### config.mk
export PLATFORM = sky130hd
export DESIGN_NAME = axis_sat_counter
export DESIGN_NICKNAME = d
export VERILOG_FILES = /design/src/rtl/axis_sat_counter.sv
export SDC_FILE = /design/constraint.sdc
export NUM_CORES = 1
export LEC_CHECK = 0
export BUFFER_PORTS_ARGS = -buffer_cell sky130_fd_sc_hd__buf_2
export CORE_MARGIN = 4
export CORE_UTILIZATION = 35
export DETAILED_ROUTE_END_ITERATION = 8
export HOLD_SLACK_MARGIN = 0.05
export MAX_ROUTING_LAYER = met4
export PLACE_DENSITY = 0.65
export SETUP_SLACK_MARGIN = 0.02
export SYNTH_ARGS = -nofsm -noshare
export SYNTH_HDL_FRONTEND = slang
export SYNTH_SLANG_ARGS = --single-unit
### constraint.sdc
create_clock -name clk -period 2.4 [get_ports clk]
set_clock_uncertainty 0.15 [all_clocks]
set_input_delay 0.24 -clock clk [delete_from_list [all_inputs] [get_ports clk]]
set_output_delay 0.24 -clock clk [all_outputs]
set_load 0.05 [all_outputs]
### src/rtl/axis_sat_counter.sv
// Up-counter that sticks at all ones; a clear restarts it, counting the
// increment of the same cycle.
module axis_sat_counter #(
    parameter int WIDTH = 32
) (
    input  logic             clk,
    input  logic             rst_n,
    input  logic             inc_i,
    input  logic             clr_i,
    output logic [WIDTH-1:0] value_o
);

    logic [WIDTH-1:0] value_q, value_d;

    // NOTE: the next state defaults to the current value before any branch so
    // this always_comb can never infer a latch.
    always_comb begin
        value_d = value_q;
        if (clr_i) begin
            value_d = inc_i ? WIDTH'(1) : '0;
        end else if (inc_i && (value_q != '1)) begin
            value_d = value_q + WIDTH'(1);
        end
    end

    // NOTE: registers use non-blocking assignments so every flop samples the
    // values that were present before the edge.
    always_ff @(posedge clk or negedge rst_n) begin
        if (!rst_n) begin
            value_q <= '0;
        end else begin
            value_q <= value_d;
        end
    end

    assign value_o = value_q;

endmodule

======== Word level (Yosys, flattened, before mapping) ========
Cells that the tools add are included.
storage, ports and cells
  bits in registers ....................... 32
  input port bits ......................... 4
  logic and storage cells ................. 8
operators by class
  add/sub/neg operators ................... 1
  equality and inequality tests ........... 1
  multiplexer cells ....................... 3
  reductions and logical operators ........ 2
operator list
  kind                     count
  $mux W32                 2
  $add A32 B1 Y32 const B  1
  $ne A32 B32 Y1 const B   1
  $reduce_bool A2 Y1       1
  $logic_and A1 B1 Y1      1
  $mux W1                  1

======== Longest topological paths before layout ========
Gate-level depths: netlist of the first run.
  depth after elaboration ................. 4
  mapped depth ............................ 7
  mapped depth without buffers ............ 6

======== Worst setup path after synthesis of the first run ========
OpenSTA, ideal clock, no wires.
  path type ............................... flip-flop to flip-flop
  start point ............................. register value_q[20] (netlist: value_o[20])
  end point ............................... register value_q[30] (netlist: value_o[30])
  setup time .............................. 0.078 ns
  data arrival time ....................... 2.552 ns
  data required time ...................... 2.172 ns
  setup slack ............................. -0.380 ns
  cell stages (with the launch flop) ...... 7
  buffers on the path ..................... 1
  period minus slack after synthesis ...... 2.780 ns
  cell sequence ........................... dfrtp_1 nand4_1 or4_4 buf_6 or4_4 or3_1 a21oi_1
on the way
  cells in the longest elaborated chain, start to end .. 3
  elaborated cells on any way between the ends .. 6
RTL lines
  what                                                      RTL line  RTL
  start, declared                                           13        logic [WIDTH-1:0] value_q, value_d;
  start signal, assigned                                    32        value_q <= value_d;
  $add A32 B1 Y32 / $ne A32 B32 Y1 (equally long branches)  22, 21
  $mux W32 / $logic_and A1 B1 Y1 (equally long branches)    21        end else if (inc_i && (value_q != '1)) begin
  $mux W32 / $reduce_bool A2 Y1 (equally long branches)     -
Parallel ways exist; a longest one is shown, timed or not. The select of a mux whose other input is x is not followed.
A chain may end at the register's enable or synchronous reset.

======== Final worst setup path of the first run ========
  start point ............................. register value_q[15] (netlist: value_o[15])
  end point ............................... register value_q[28] (netlist: value_o[28])
The elaborated chain is that of the path after synthesis.

==> results of run 1 <==
layer usage:
layer	vias up	wire, um
met3	4	213
li1	826	-
met5	-	0
met1	795	2040
met2	39	1930
met4	0	31
stage by stage:
step	instances	hold WS (ps)
floorplan	195	-206
global placement	298	200
detailed placement	298	200
CTS	307	209
global route	307	226
finish	307	222
cell type report:
type                            instances  area [um^2]  area share [%]
Clock buffer                            6         82.6            3.80
Clock inverter                          2         10.0           0.460
Inverter                                7         26.3            1.21
Multi-Input combinational cell        148          898            41.3
Sequential cell                        32          821            37.7
Tap cell                               67         83.8            3.85
Timing Repair Buffer                   45          253            11.6
cells by family after synthesis:
kind of cell    Yosys count  share of synthesized area [%]
mux                       1                          0.573
flops                    32                           45.8
fa+ha+maj                 1                          0.716
compound gates           53                           17.8
buf+inv                  15                           3.65
xor+xnor                  6                           3.01
simple gates             87                           28.5
synth_stat cells (all sizes together), types with 2 or more instances:
cell type	n
xnor2	4
inv	7
nor4	6
xor2	2
dfrtp	32
nand4	8
clkbuf	7
nand3	11
a21oi	22
o31ai	7
nand2	14
nor2	11
and4	4
or3	18
o21ai	18
and2	3
nor3	3
or4	8
where the power goes:
group,switching (uW),leakage (uW),total (uW),internal [uW]
sequential,6.97,0.000418,552,545
combinational,51.4,0.000408,67.0,15.6
clock,196,0.0000510,424,229
path summary, 6_finish.rpt:
kind,startpoint,end,cells after the start
min in group asynchronous,rst_n,value_o[10],2
setup / recovery,value_o[15],value_o[28],5
hold reg to reg,value_o[23],value_o[23],2
setup reg to reg,value_o[15],value_o[28],5
max in group asynchronous,rst_n,value_o[23],2
hold / removal,inc_i,value_o[0],4
worst max-delay path: stages, from the launching register on:
cell and delay (ps):
dfrtp_2 420, nand4_2 170, or4_4 560, or4_4 460, or3_1 320, a21oi_1 130
what timing repair did:
item,in CTS,in global routing
hold buffers,1,0
setup endpoints to repair,0,10
endpoints found under the hold margin,32,0
resized for setup,0,3
==> out/qor.csv, run 1 <==
metric;value;unit
largest net degree at the start of global routing;33;
final wirelength;4.21;mm
port bufs;35;
met2 Use GR;23.3;%
row cnt;25;
total power;1040;uW
layout cell share with drive strength beyond 1;31.7;%
DRC;0;
vias in the first global route;1515;
Root Buffer;clkbuf_8;
GRT Total Usage;15.1;%
Area contributors post-synth;dfrtp_1, or3_1, a21oi_1;
WS Path Type;reg -> reg;
Post-synth EDFFs;0;
Critical Path AT;2340;ps
Seq cells post-synth;32;
Max VDD drop;0.000344;V
CTS Buf Count;5;
Final period util;95.4;%
dpl cell area;2060;um^2
GRT met3 Usage;4.01;%
Nets;244;
first-pass GRT wire length;7.28;mm
Post-Syn Area;1750;um^2
commonest cells after routing, fill and taps aside;buf_2, a21oi_1, o21ai_0, or3_1;
Layout area overhead;24.4;%
crit path time final;2290;ps
CTS tree;built;
Mapped Avg Cell Area;8.96;um^2
DR vias;1664;
Final setup viols;0;
dpl hpwl;3.01;mm
clock slew at reported path FFs;70;ps
Slew Viols, Final;0;
DR vias/cell;5.42;
Die Ht;78.7;um
Pre-antenna DRT Iters;4;
library cell with the largest summed area after synthesis;dfrtp_1;
busiest metal layer after global routing;met2;
WP data required;2450;ps
post-route setup TNS;0;ps
global-route met1 utilization;19.7;%
post-synthesis sequential area ratio;45.8;%
initial antenna violation count;0;
total congestion overflow;0;
result of the run;finished clean;
syn_nets;200;
commonest non-fill, non-tap cell in the layout;buf_2;
Async S/R FF share, synth;100;%
htree depth;2;
setup repair after global routing missed its margin;false;
final core utilization;45.4;%
Final Hold Fails;0;
RePlAce Congestion;0.791;
Core Box Area;4790;um^2
count of unique library cells instantiated by Yosys;30;
Leak;0.000877;uW
Worst Tran Pin Value;743;ps
Hold Path Class;in -> reg;
Clock Tree Buf Depth;2;
die width;78.7;um
Fillers;492;
relative slew slack;50.4;%
Worst setup SP type;register;
routed len/inst;13.7;um
flop-to-flop setup slack;110;ps
Antenna Nets Post-Route;0;
max_cap viols;0;
Power Density;480;nW/um^2
Crit. End Element;register;
Largest register FFs;32;
setup ws final;111;ps
post-synth top area share;45.8;%
Setup WS pre-CTS;88.7;ps
# IOs;36;
Syn Inst Count;195;
Skew-Pair Late Insertion Delay;280;ps
Starting Density;36.5;%
Final Instance Area;2170;um^2
Post-CTS Setup Bufs;0;
FMAX;0.437;GHz
die area;6190;um^2
Max FO, Critical Path;7;
Inserted Diodes;0;
DRT iter0 DRCs;83;
clock sink count;32;
top_reg_cell synth;dfrtp_1;
Yosys Warn Count;0;
Note: power is estimated with default switching activity, not from simulation.
==> run 2, diff against run 1 <==
--- a/config.mk
+++ b/config.mk
@@ -12,6 +12,7 @@
 export HOLD_SLACK_MARGIN = 0.05
 export MAX_ROUTING_LAYER = met4
 export PLACE_DENSITY = 0.65
+export RECOVER_POWER = 50
 export SETUP_SLACK_MARGIN = 0.02
 export SYNTH_ARGS = -nofsm -noshare
 export SYNTH_HDL_FRONTEND = slang
==> out/qor.csv, run 2 (synthesis gave the netlist of run 1 again) <==
metric;value;unit;change
Hold Path Class;in -> reg;;unchanged
Final Hold Fails;0;;unchanged
Fillers;499;;was 492
Largest register FFs;32;;unchanged
Final Instance Area;2150;um^2;was 2170 um^2
CTS tree;built;;unchanged
commonest cells after routing, fill and taps aside;a21oi_1, o21ai_0, or3_1, buf_2;;was buf_2, a21oi_1, o21ai_0, or3_1
CTS Buf Count;5;;unchanged
Pre-antenna DRT Iters;4;;unchanged
dpl cell area;2060;um^2;unchanged
clock sink count;32;;unchanged
setup repair after global routing missed its margin;false;;unchanged
Critical Path AT;2340;ps;about the same
WHS;219;ps;was 222 ps
vias in the first global route;1515;;unchanged
layout cell share with drive strength beyond 1;25.0;%;was 31.7%
total power;1040;uW;about the same
Post-CTS Setup Bufs;0;;unchanged
Antenna Nets Post-Route;0;;unchanged
Inserted Diodes;0;;unchanged
Leak;0.000809;uW;was 0.000877 uW
Worst Tran Pin Value;826;ps;was 743 ps
routed len/inst;13.7;um;about the same
max_cap viols;0;;unchanged
RePlAce Congestion;0.791;;unchanged
Die Ht;78.7;um;unchanged
Clock Tree Buf Depth;2;;unchanged
total congestion overflow;0;;unchanged
Slew Viols, Final;0;;unchanged
GRT Total Usage;15.1;%;unchanged
Max VDD drop;0.000346;V;was 0.000344 V
WS Path Type;reg -> reg;;unchanged
clock slew at reported path FFs;70;ps;about the same
Final setup viols;0;;unchanged
Root Buffer;clkbuf_8;;unchanged
FMAX;0.437;GHz;about the same
die width;78.7;um;unchanged
Layout area overhead;23.3;%;was 24.4%
final core utilization;45.0;%;was 45.4%
Starting Density;36.5;%;unchanged
Power Density;484;nW/um^2;was 480 nW/um^2
Skew-Pair Late Insertion Delay;280;ps;about the same
first-pass GRT wire length;7.28;mm;unchanged
Non-Filler Instances;307;;unchanged
DRT iter0 DRCs;91;;was 83
port bufs;35;;unchanged
WP data required;2450;ps;about the same
final wirelength;4.20;mm;was 4.21 mm
commonest non-fill, non-tap cell in the layout;a21oi_1;;was buf_2
dpl hpwl;3.01;mm;unchanged
DRC;0;;unchanged
Core Box Area;4790;um^2;unchanged
result of the run;finished clean;;unchanged
htree depth;2;;unchanged
# IOs;36;;unchanged
Nets;244;;unchanged
DR vias/cell;5.39;;was 5.42
die area;6190;um^2;unchanged
row cnt;25;;unchanged
Crit. End Element;register;;unchanged
crit path time final;2290;ps;about the same
Final period util;95.3;%;was 95.4%
relative slew slack;44.9;%;was 50.4%
Max FO, Critical Path;7;;unchanged
DR vias;1656;;was 1664
Worst setup SP type;register;;unchanged
placed insts;298;;unchanged
largest net degree at the start of global routing;33;;unchanged
initial antenna violation count;0;;unchanged
run 2: cell count changes in the layout (fill, tap and decap cells not counted), sizes merged:
cell and change:
buf -17, clkbuf +17
run 2: worst paths after layout:
kind / cells after the start / slack, ps / endpoint / startpoint
worst max-delay path: 5 / 110 / value_o[28] / value_o[15]
worst max register to register: 5 / 110 / value_o[28] / value_o[15]
max in group asynchronous: 2 / 1080 / value_o[23] / rst_n
worst min-delay path: 4 / 220 / value_o[0] / inc_i
min in group asynchronous: 2 / 440 / value_o[10] / rst_n
worst min register to register: 2 / 420 / value_o[23] / value_o[23]
run 2: where the power goes:
part           switching, uW  internal (uW)  leakage [uW]
sequential              7.01            545      0.000418
clock                    196            229     0.0000510
combinational           51.2           14.3      0.000340
total                    254            788      0.000809
run 2: what timing repair did:
| item | in CTS | in global routing |
|---|---|---|
| hold buffers | 1 | 0 |
| gates resized for setup | 0 | 3 |
| endpoints found under the hold margin | 32 | 0 |
| endpoints found under the setup margin | 0 | 10 |
run 2: critical path: stages (launching register included):
cell and delay, ps:
dfrtp_2 420, nand4_2 170, or4_4 560, or4_4 460
or3_1 320, a21oi_1 130
run 2: per-layer routing:
metal / part of all wire, % / up-vias / wire, um / global-route usage (%)
met1: 48 / 786 / 2030 / 19.7
met4: 0.74 / 0 / 31 / 3.67
met3: 4.9 / 4 / 204 / 4.01
met2: 46 / 40 / 1940 / 23.3
li1: - / 826 / - / -
met5: 0 / - / 0 / -
run 2: metrics by stage:
step	setup TNS (ps)	worst slack [ps]
after global routing	0	23.6
after CTS	0	74.4
after global placement	0	149
after detailed placement	0	88.7
final	0	113
after floorplan	-294	-130
run 2: area by class of cell:
type,count,area (um^2),area share [%]
well taps,67,83.8,3.89
inverters,7,26.3,1.22
flip-flops and latches,32,821,38.1
clock inverters,2,10.0,0.465
multi-input cells,148,898,41.7
clock buffers,6,82.6,3.83
repair buffers,45,233,10.8
